===== src/rtl/maintenance_mode_controller.sv =====
// maintenance_mode_controller: sequences the dispenser output mux between normal and maintenance modes
module maintenance_mode_controller #(
  parameter int PIN_W = 4,
  parameter logic [PIN_W-1:0] PIN = 4'hA,
  parameter int MAX_TRIES = 3,
  parameter int TIMER_W = 16,
  parameter int PIN_TIMEOUT = 1000,
  parameter int SETTLE = 4,
  parameter int LOCKOUT_CYCLES = 5000
) (
  input  logic             clk,
  input  logic             reset,
  input  logic             maint_key,
  input  logic [PIN_W-1:0] pin_code,
  input  logic             pin_enter,
  input  logic             normal_busy,
  input  logic             maint_busy,
  output logic             select,
  output logic             hold_req,
  output logic             pin_error,
  output logic             lockout,
  output logic [2:0]       mode_state
);
  localparam int IW = $clog2(SETTLE + 1);
  typedef enum logic [2:0] {
    NORMAL    = 3'd0,
    WAIT_PIN  = 3'd1,
    DRAIN_IN  = 3'd2,
    MAINT     = 3'd3,
    DRAIN_OUT = 3'd4,
    LOCKOUT   = 3'd5
  } state_t;
  state_t state_q, state_d;
  logic [TIMER_W-1:0] timer_q, timer_d;
  logic [2:0] tries_q, tries_d, tries_inc;
  logic [IW-1:0] idle_q, idle_d;
  logic key_q, rise, pin_ok;
  logic select_q, hold_req_q, pin_error_q, pin_error_d, lockout_q;
  assign rise = maint_key & ~key_q;
  assign pin_ok = pin_enter && (pin_code == PIN);
  assign tries_inc = tries_q + 3'd1;
  always_comb begin
    state_d = state_q;
    timer_d = timer_q;
    tries_d = tries_q;
    idle_d = idle_q;
    pin_error_d = 1'b0;
    case (state_q)
      NORMAL: if (rise) begin
        state_d = WAIT_PIN;
        timer_d = TIMER_W'(PIN_TIMEOUT);
      end
      WAIT_PIN: if (pin_ok) begin
        state_d = DRAIN_IN;
        tries_d = 3'd0;
        idle_d = '0;
      end else if (pin_enter) begin
        pin_error_d = 1'b1;
        if (tries_inc == 3'(MAX_TRIES)) begin
          state_d = LOCKOUT;
          timer_d = TIMER_W'(LOCKOUT_CYCLES);
          tries_d = 3'd0;
        end else begin
          tries_d = tries_inc;
          timer_d = TIMER_W'(PIN_TIMEOUT);
        end
      end else if (!maint_key || timer_q == '0) state_d = NORMAL;
      else timer_d = timer_q - TIMER_W'(1);
      DRAIN_IN: if (!maint_key) state_d = NORMAL;
      else begin
        idle_d = normal_busy ? '0 : idle_q + IW'(1);
        state_d = (idle_d == IW'(SETTLE)) ? MAINT : DRAIN_IN;
      end
      MAINT: if (!maint_key) begin
        state_d = DRAIN_OUT;
        idle_d = '0;
      end
      DRAIN_OUT: begin
        idle_d = maint_busy ? '0 : idle_q + IW'(1);
        state_d = (idle_d == IW'(SETTLE)) ? NORMAL : DRAIN_OUT;
      end
      LOCKOUT: begin
        // the load value counts LOCKOUT cycles, so leave while the count still reads 1
        timer_d = (timer_q <= TIMER_W'(1)) ? '0 : timer_q - TIMER_W'(1);
        state_d = (timer_q <= TIMER_W'(1)) ? NORMAL : LOCKOUT;
      end
      default: state_d = NORMAL;
    endcase
  end
  always_ff @(posedge clk) begin
    if (reset) begin
      state_q <= NORMAL;
      timer_q <= '0;
      tries_q <= 3'd0;
      idle_q <= '0;
      key_q <= 1'b0;
      select_q <= 1'b0;
      hold_req_q <= 1'b0;
      pin_error_q <= 1'b0;
      lockout_q <= 1'b0;
    end else begin
      state_q <= state_d;
      timer_q <= timer_d;
      tries_q <= tries_d;
      idle_q <= idle_d;
      key_q <= maint_key;
      select_q <= (state_d == MAINT) || (state_d == DRAIN_OUT);
      hold_req_q <= (state_d == DRAIN_IN) || (state_d == MAINT) || (state_d == DRAIN_OUT);
      pin_error_q <= pin_error_d;
      lockout_q <= (state_d == LOCKOUT);
    end
  end
  assign select = select_q;
  assign hold_req = hold_req_q;
  assign pin_error = pin_error_q;
  assign lockout = lockout_q;
  assign mode_state = state_q;
endmodule


===== config.mk =====
export PLATFORM = sky130hd
export DESIGN_NAME = maintenance_mode_controller
export DESIGN_NICKNAME = d
export VERILOG_FILES = /design/src/rtl/maintenance_mode_controller.sv
export SDC_FILE = /design/constraint.sdc
export NUM_CORES = 1
export LEC_CHECK = 0
export CAP_MARGIN = 20
export CELL_PAD_IN_SITES_DETAIL_PLACEMENT = 0
export CELL_PAD_IN_SITES_GLOBAL_PLACEMENT = 1
export CORE_UTILIZATION = 53
export CTS_BUF_LIST = sky130_fd_sc_hd__clkbuf_8
export DETAILED_ROUTE_END_ITERATION = 6
export DONT_BUFFER_PORTS = 1
export HOLD_SLACK_MARGIN = 0.05
export PLACE_DENSITY = 0.95
export SYNTH_ARGS = -nofsm -noshare
export SYNTH_HDL_FRONTEND = slang
export SYNTH_SLANG_ARGS = --single-unit

===== constraint.sdc =====
create_clock -name clk -period 5.6 [get_ports clk]
set_clock_uncertainty 0.1 [all_clocks]
set_input_delay 0.28 -clock clk [delete_from_list [all_inputs] [get_ports clk]]
set_output_delay 0.28 -clock clk [all_outputs]
set_load 0.02 [all_outputs]

==> results_dict.tcl, run 1 <==
set metrics [dict create \
    max_cap_violations 0 \
    register_area_um2 601 \
    pin_count 17 \
    status "finished clean" \
    layout.nets 251 \
    syn_inst 237 \
    ir_drop_mv 0.162 \
    holdPathStages 2 \
    ys_ff_latch 30 \
    rsz0062_at_grt "no" \
    root_buffer "clkbuf_8" \
    holdBufCountCts 2 \
    port_buffers 0 \
    insertion_delay_ps 280 \
    grt.total_usage_pct 26.1 \
    finalHoldViolations 0 \
    antenna_found_initial 0 \
    antenna_cells 0 \
    powerDensity_mw_per_mm2 304 \
    syn2layout_area_growth_pct 8.92 \
    place_inst 271 \
    grt_pass1_wl_um 8250 \
    cts_setup_buffers 0 \
    p_leak_nw 0.756 \
    slew_headroom_pct 36.6 \
    cp-start-kind "flop" \
    cp_data_required_time_ps 5720 \
    setup_violations 0 \
    htreeDepth 2 \
    ys_warn_count 0 \
    wirelength_um 4730 \
    seq_area_frac_synth_pct 30.6 \
    path_class "flop to flop" \
    fmax_ghz 0.366 \
    synth_fp_nets 253 \
    path_clk_slew_ps 60 \
    wl_met1_um 2250 \
    worstSetupEndpointType "flop" \
    multiInputGateArea_mm2 0.00127 \
    layout.filler_cells 325 \
    drt-initial-drc-count 110 \
    core-area_mm2 0.00344 \
    cts_tree "built" \
    post-route-drc-count 0 \
    avgViaCountPerCell 6.51 \
    met3_length_um 234 \
    ctsResizeCount 0 \
    grt_max_degree 25 \
    drive_above_1_share_pct 8.47 \
    dieHeight_um 62.9 \
    dp_hpwl_um 3250 \
    clock_path_buffers 2 \
    drv_slew 0 \
    dr_total_vias 1837 \
    die_w_um 62.9 \
    numCtsBuffers 5 \
    critPathArrivalTime_ps 2850 \
    drtPass1Iterations 4 \
    dieArea_mm2 0.00395 \
    grt_pass1_vias 1814 \
    place.gp.congestion 0.826 \
    final.min_clock_period_ps 2740 \
    finalNonFillerCells 282 \
    cts.sinks 30 \
    avgSynthCellArea_um2 8.28 \
    synthArstFlopShare_pct 0 \
    grt_overflow 0 \
    synth_edf_count 0 \
    synth_area_mm2 0.00196 \
    start_util_pct 57.0 \
    row_count 21 \
    routedWlPerCell_um 16.8 \
    worst_pin_slew_ps 950 \
    worstPathMaxFanout 24 \
    synth_cell_types 63 \
    period_share_pct 48.8 \
    drtAntennaViolNets 0 \
    reg2reg_depth 6 \
    synthFlopType "dfxtp_1" \
    route.met2.wl_um 2180 \
    finalSetupTns_ps 0 \
    highest_layer "met4" \
    holdCritPathClass "primary input to flop" \
]
report_power, final:
part           internal [mW]  switching [mW]
Sequential             0.226          0.0207
Clock                  0.190          0.0817
Combinational         0.0499          0.0814
Total                  0.466           0.184
placed cells by master, fill, tap and decap left out, types with 4 or more instances in the layout:
| cell type | synthesis | routed |
|---|---|---|
| nand3_1 | 8 | 8 |
| nand2_1 | 10 | 10 |
| nor2b_1 | 6 | 6 |
| inv_1 | 9 | 9 |
| ha_1 | 6 | 6 |
| nor3_1 | 7 | 7 |
| o211ai_1 | 4 | 4 |
| a31oi_1 | 9 | 9 |
| a21oi_1 | 18 | 18 |
| o21ai_1 | 7 | 7 |
| nor2_1 | 17 | 17 |
| nand2b_1 | 4 | 4 |
| or4_1 | 7 | 7 |
| o31ai_1 | 5 | 5 |
| clkbuf_8 | 0 | 6 |
| dfxtp_1 | 30 | 30 |
| or3_1 | 6 | 6 |
| nor4_1 | 4 | 4 |
sequential cells by signal (all words and copies together) (netlist names):
signal / count
mode_state: 3
key_q: 1
lockout: 1
tries_q: 3
select: 1
pin_error: 1
timer_q: 16
hold_req: 1
idle_q: 3
layout make-up:
class | instances | share of cell area (%)
Timing Repair Buffer | 3 | 1.29
Inverter | 11 | 1.93
Multi-Input combinational cell | 184 | 59.3
Clock buffer | 6 | 3.86
Sequential cell | 30 | 28.1
Tap cell | 46 | 2.69
Clock inverter | 2 | 2.81
cell usage after synthesis (4+ instances only):
cell,n,share of area (%)
a21oi_1,18,4.6
a31oi_1,9,2.9
clkbuf_1,7,1.3
dfxtp_1,30,31
ha_1,6,3.8
inv_1,9,1.7
nand2_1,10,1.9
nand2b_1,4,1.3
nand3_1,8,2.0
nor2_1,17,3.3
nor2b_1,6,1.9
nor3_1,7,1.8
nor4_1,4,1.3
o211ai_1,4,1.5
o21ai_1,7,1.8
o31ai_1,5,1.9
or3_1,6,1.9
or4_1,7,2.7
worst max-delay path, cell delays in order, from the launching register on:
cell	delay (ps)
dfxtp_1	940
inv_1	290
a31oi_1	250
o21bai_1	190
buf_4	240
or4_1	500
a21oi_1	140
through the flow:
step / worst slack [ps] / util, % / instance area [um^2] / hold slack (ps) / power [mW]
floorplan: 3470 / - / 1960 / 316 / 0.352
global placement: 2920 / 57.2 / 1970 / 251 / 0.374
detailed placement: 2810 / 57.2 / 1970 / 253 / 0.375
CTS: 2770 / 61.9 / 2130 / 53.8 / 0.650
global route: 2660 / 62.1 / 2140 / 52.0 / 0.679
finish: 2860 / 62.1 / 2140 / 56.7 / 0.649
path summary, 6_finish.rpt:
check / from / slack (ps) / to
max: mode_state[2] / 2860 / timer_q[4]
min: reset / 60 / mode_state[0]
min reg2reg: timer_q[15] / 390 / timer_q[15]
max reg2reg: mode_state[2] / 2860 / timer_q[4]
cells by family after synthesis:
logic type,share of synthesized area (%)
muxes,1.02
and+or+nand+nor,29.8
AOI/OAI and AO/OA,28.2
DFF,30.6
buffers and inverters,4.78
xor gates and xnor gates,1.78
adders and majority gates,3.82
metal layers:
layer  global-route usage (%)  vias up
li1                         -      909
met1                     34.4      867
met2                     40.5       50
met3                     6.20       11
met4                     10.8        0
met5                        0        -
Note: power is estimated with default switching activity, not from simulation.
==> run 2, diff against run 1 <==
CORE_UTILIZATION = 45   (was 53)
PLACE_DENSITY = 0.88   (was 0.95)
clock period = 2.45 ns   (was 5.6 ns; I/O delays follow)
==> run 2 against run 1 <==
  * Clock power is 61% higher
  * Global-route usage is 2.1 points lower
  * Sequential power is 130% higher
  * Critical path depth is 3 higher
  * Hold slack better by 0.73 ps
  * Flip-flop and latch count stayed put
  * Routed wire length is 5.8% higher
  * Critical path type unchanged
==> results_dict.tcl, run 2 (synthesis gave the netlist of run 1 again) <==
set metrics [dict create \
    cts_tree "built" \
    fmax_ghz 0.450 \
    whs_endpoint "mode_state[1]" \
    reg2reg_depth 9 \
    drt-initial-drc-count 194 \
    htreeDepth 2 \
    holdCritPathClass "primary input to flop" \
    core-area_mm2 0.00409 \
    crit_buf_inv 3 \
    cts.sinks 30 \
    slew_headroom_pct 41.1 \
    powerDensity_mw_per_mm2 604 \
    cp_top_family "simple AND/OR/NAND/NOR gates" \
    finalSetupTns_ps 0 \
    r2r-start "timer_q[0]" \
    crit_slowest_cell "or4_1" \
    drtPass1Iterations 4 \
    layout.nets 272 \
    numCtsBuffers 5 \
    cp_data_required_time_ps 2580 \
    rsz0062_at_grt "no" \
    critical_path.cell_chain "inv_1 -> ha_1 -> nor4b_1 -> a41oi_2 -> buf_4 -> nor4_4 -> buf_4 -> or4_1 -> a21oi_1" \
    timing.hold.ws_ps 57.4 \
    final_cell_mix "dfxtp_1, buf_4, a21oi_1, nor2_1, nand2_1" \
    clock_path_buffers 2 \
    grt_pass1_vias 1765 \
    register_area_um2 601 \
    regToRegSetupSlack_ps 230 \
    post-route-drc-count 0 \
    worst_pin_slew_ps 880 \
    dieHeight_um 68.1 \
    grt_pass1_wl_um 8250 \
    final.min_clock_period_ps 2220 \
    grt_max_degree 23 \
    r2r_end "timer_q[11]" \
    finalHoldViolations 0 \
    die_w_um 68.1 \
    routedWlPerCell_um 16.3 \
    period_share_pct 90.6 \
    start_util_pct 48.0 \
    largest_reg_flops 16 \
    p_leak_nw 0.836 \
    pin_count 17 \
    regMostFlops "timer_q" \
    antenna_cells 0 \
    ir_drop_mv 0.386 \
    syn2layout_area_growth_pct 15.1 \
    dp_hpwl_um 3600 \
    path_clk_slew_ps 70 \
    cpPeakStageDelay_ps 460 \
    layout.filler_cells 395 \
    insertion_delay_ps 290 \
    dr_total_vias 1907 \
    drv_slew 0 \
    grt_overflow 0 \
    holdPathStages 2 \
    setup_violations 0 \
    drive_above_1_share_pct 16.0 \
    port_buffers 0 \
    crit_top_cell "buf_4" \
    dieArea_mm2 0.00463 \
    cp-start-kind "flop" \
    multiInputGateArea_mm2 0.00127 \
    antenna_found_initial 0 \
    wirelength_um 5010 \
    grt.total_usage_pct 24.1 \
    status "finished clean" \
    avgViaCountPerCell 6.21 \
    root_buffer "clkbuf_8" \
    min-delay-start "maint_key" \
    row_count 23 \
    drtAntennaViolNets 0 \
    critPathArrivalTime_ps 2350 \
    path_class "flop to flop" \
    final_common_cell "dfxtp_1" \
    place.gp.congestion 0.872 \
    max_cap_violations 0 \
    worstSetupEndpointType "flop" \
    worstPathMaxFanout 10 \
]
-- run 2: cell count changes in the layout (fill, tap and decap cells not counted) --
cell           previous run  this run
or4_1                     7         6
bufinv_16                 2         0
clkinvlp_4                0         1
buf_4                     1        21
clkinv_2                  0         1
dlygate4sd3_1             2         3
or4_4                     0         1
-- run 2: area by class of cell --
| cell class | count | area share, % |
|---|---|---|
| clock inverter | 2 | 0.554 |
| timing repair buffer | 24 | 8.31 |
| multi-input combinational | 184 | 56.3 |
| sequential | 30 | 26.6 |
| clock buffer | 6 | 3.65 |
| inverter | 11 | 1.83 |
| tap | 50 | 2.77 |
-- run 2: how the worst max path moves through the flow --
stage	startpoint	endpoint	slack [ps]	cells after the start
finish	timer_q[0]	timer_q[11]	230	9
detailed placement	timer_q[0]	timer_q[8]	250	7
global route	timer_q[0]	timer_q[11]	130	9
CTS	timer_q[0]	timer_q[5]	180	7
global placement	timer_q[0]	timer_q[7]	290	7
floorplan	timer_q[0]	timer_q[14]	320	7
-- run 2: repair_timing --
action / CTS / global route
resized for setup: 0 / 1
endpoints found under the hold margin: 24 / 0
endpoints found under the setup margin: 0 / 1
hold buffers: 3 / 0
buffers inserted: 0 / 0
-- run 2: power breakdown --
group	switching [mW]	internal, mW
combinational	0.206	0.162
sequential	0.0444	0.517
clock	0.210	0.226
-- run 2: layer usage --
| layer | global-route usage, % | part of all wire [%] | up-vias | wire (um) |
|---|---|---|---|---|
| met5 | 0 | 0 | - | 0 |
| met4 | 7.55 | 1.6 | 0 | 78 |
| met3 | 6.83 | 4.3 | 10 | 215 |
| met2 | 40.0 | 48 | 44 | 2380 |
| met1 | 29.8 | 47 | 896 | 2330 |
| li1 | - | - | 957 | - |
-- run 2: per-stage QoR --
| step | total power [mW] | cells | util (%) | cell area (um^2) | setup slack [ps] |
|---|---|---|---|---|---|
| finish | 1.36 | 307 | 55.3 | 2260 | 230 |
| global route | 1.43 | 307 | 55.3 | 2260 | 130 |
| CTS | 1.36 | 307 | 55.2 | 2260 | 181 |
| detailed placement | 0.922 | 296 | 52.1 | 2130 | 253 |
| global placement | 0.919 | 296 | 52.1 | 2130 | 287 |
| floorplan | 0.804 | 237 | - | 1960 | 316 |
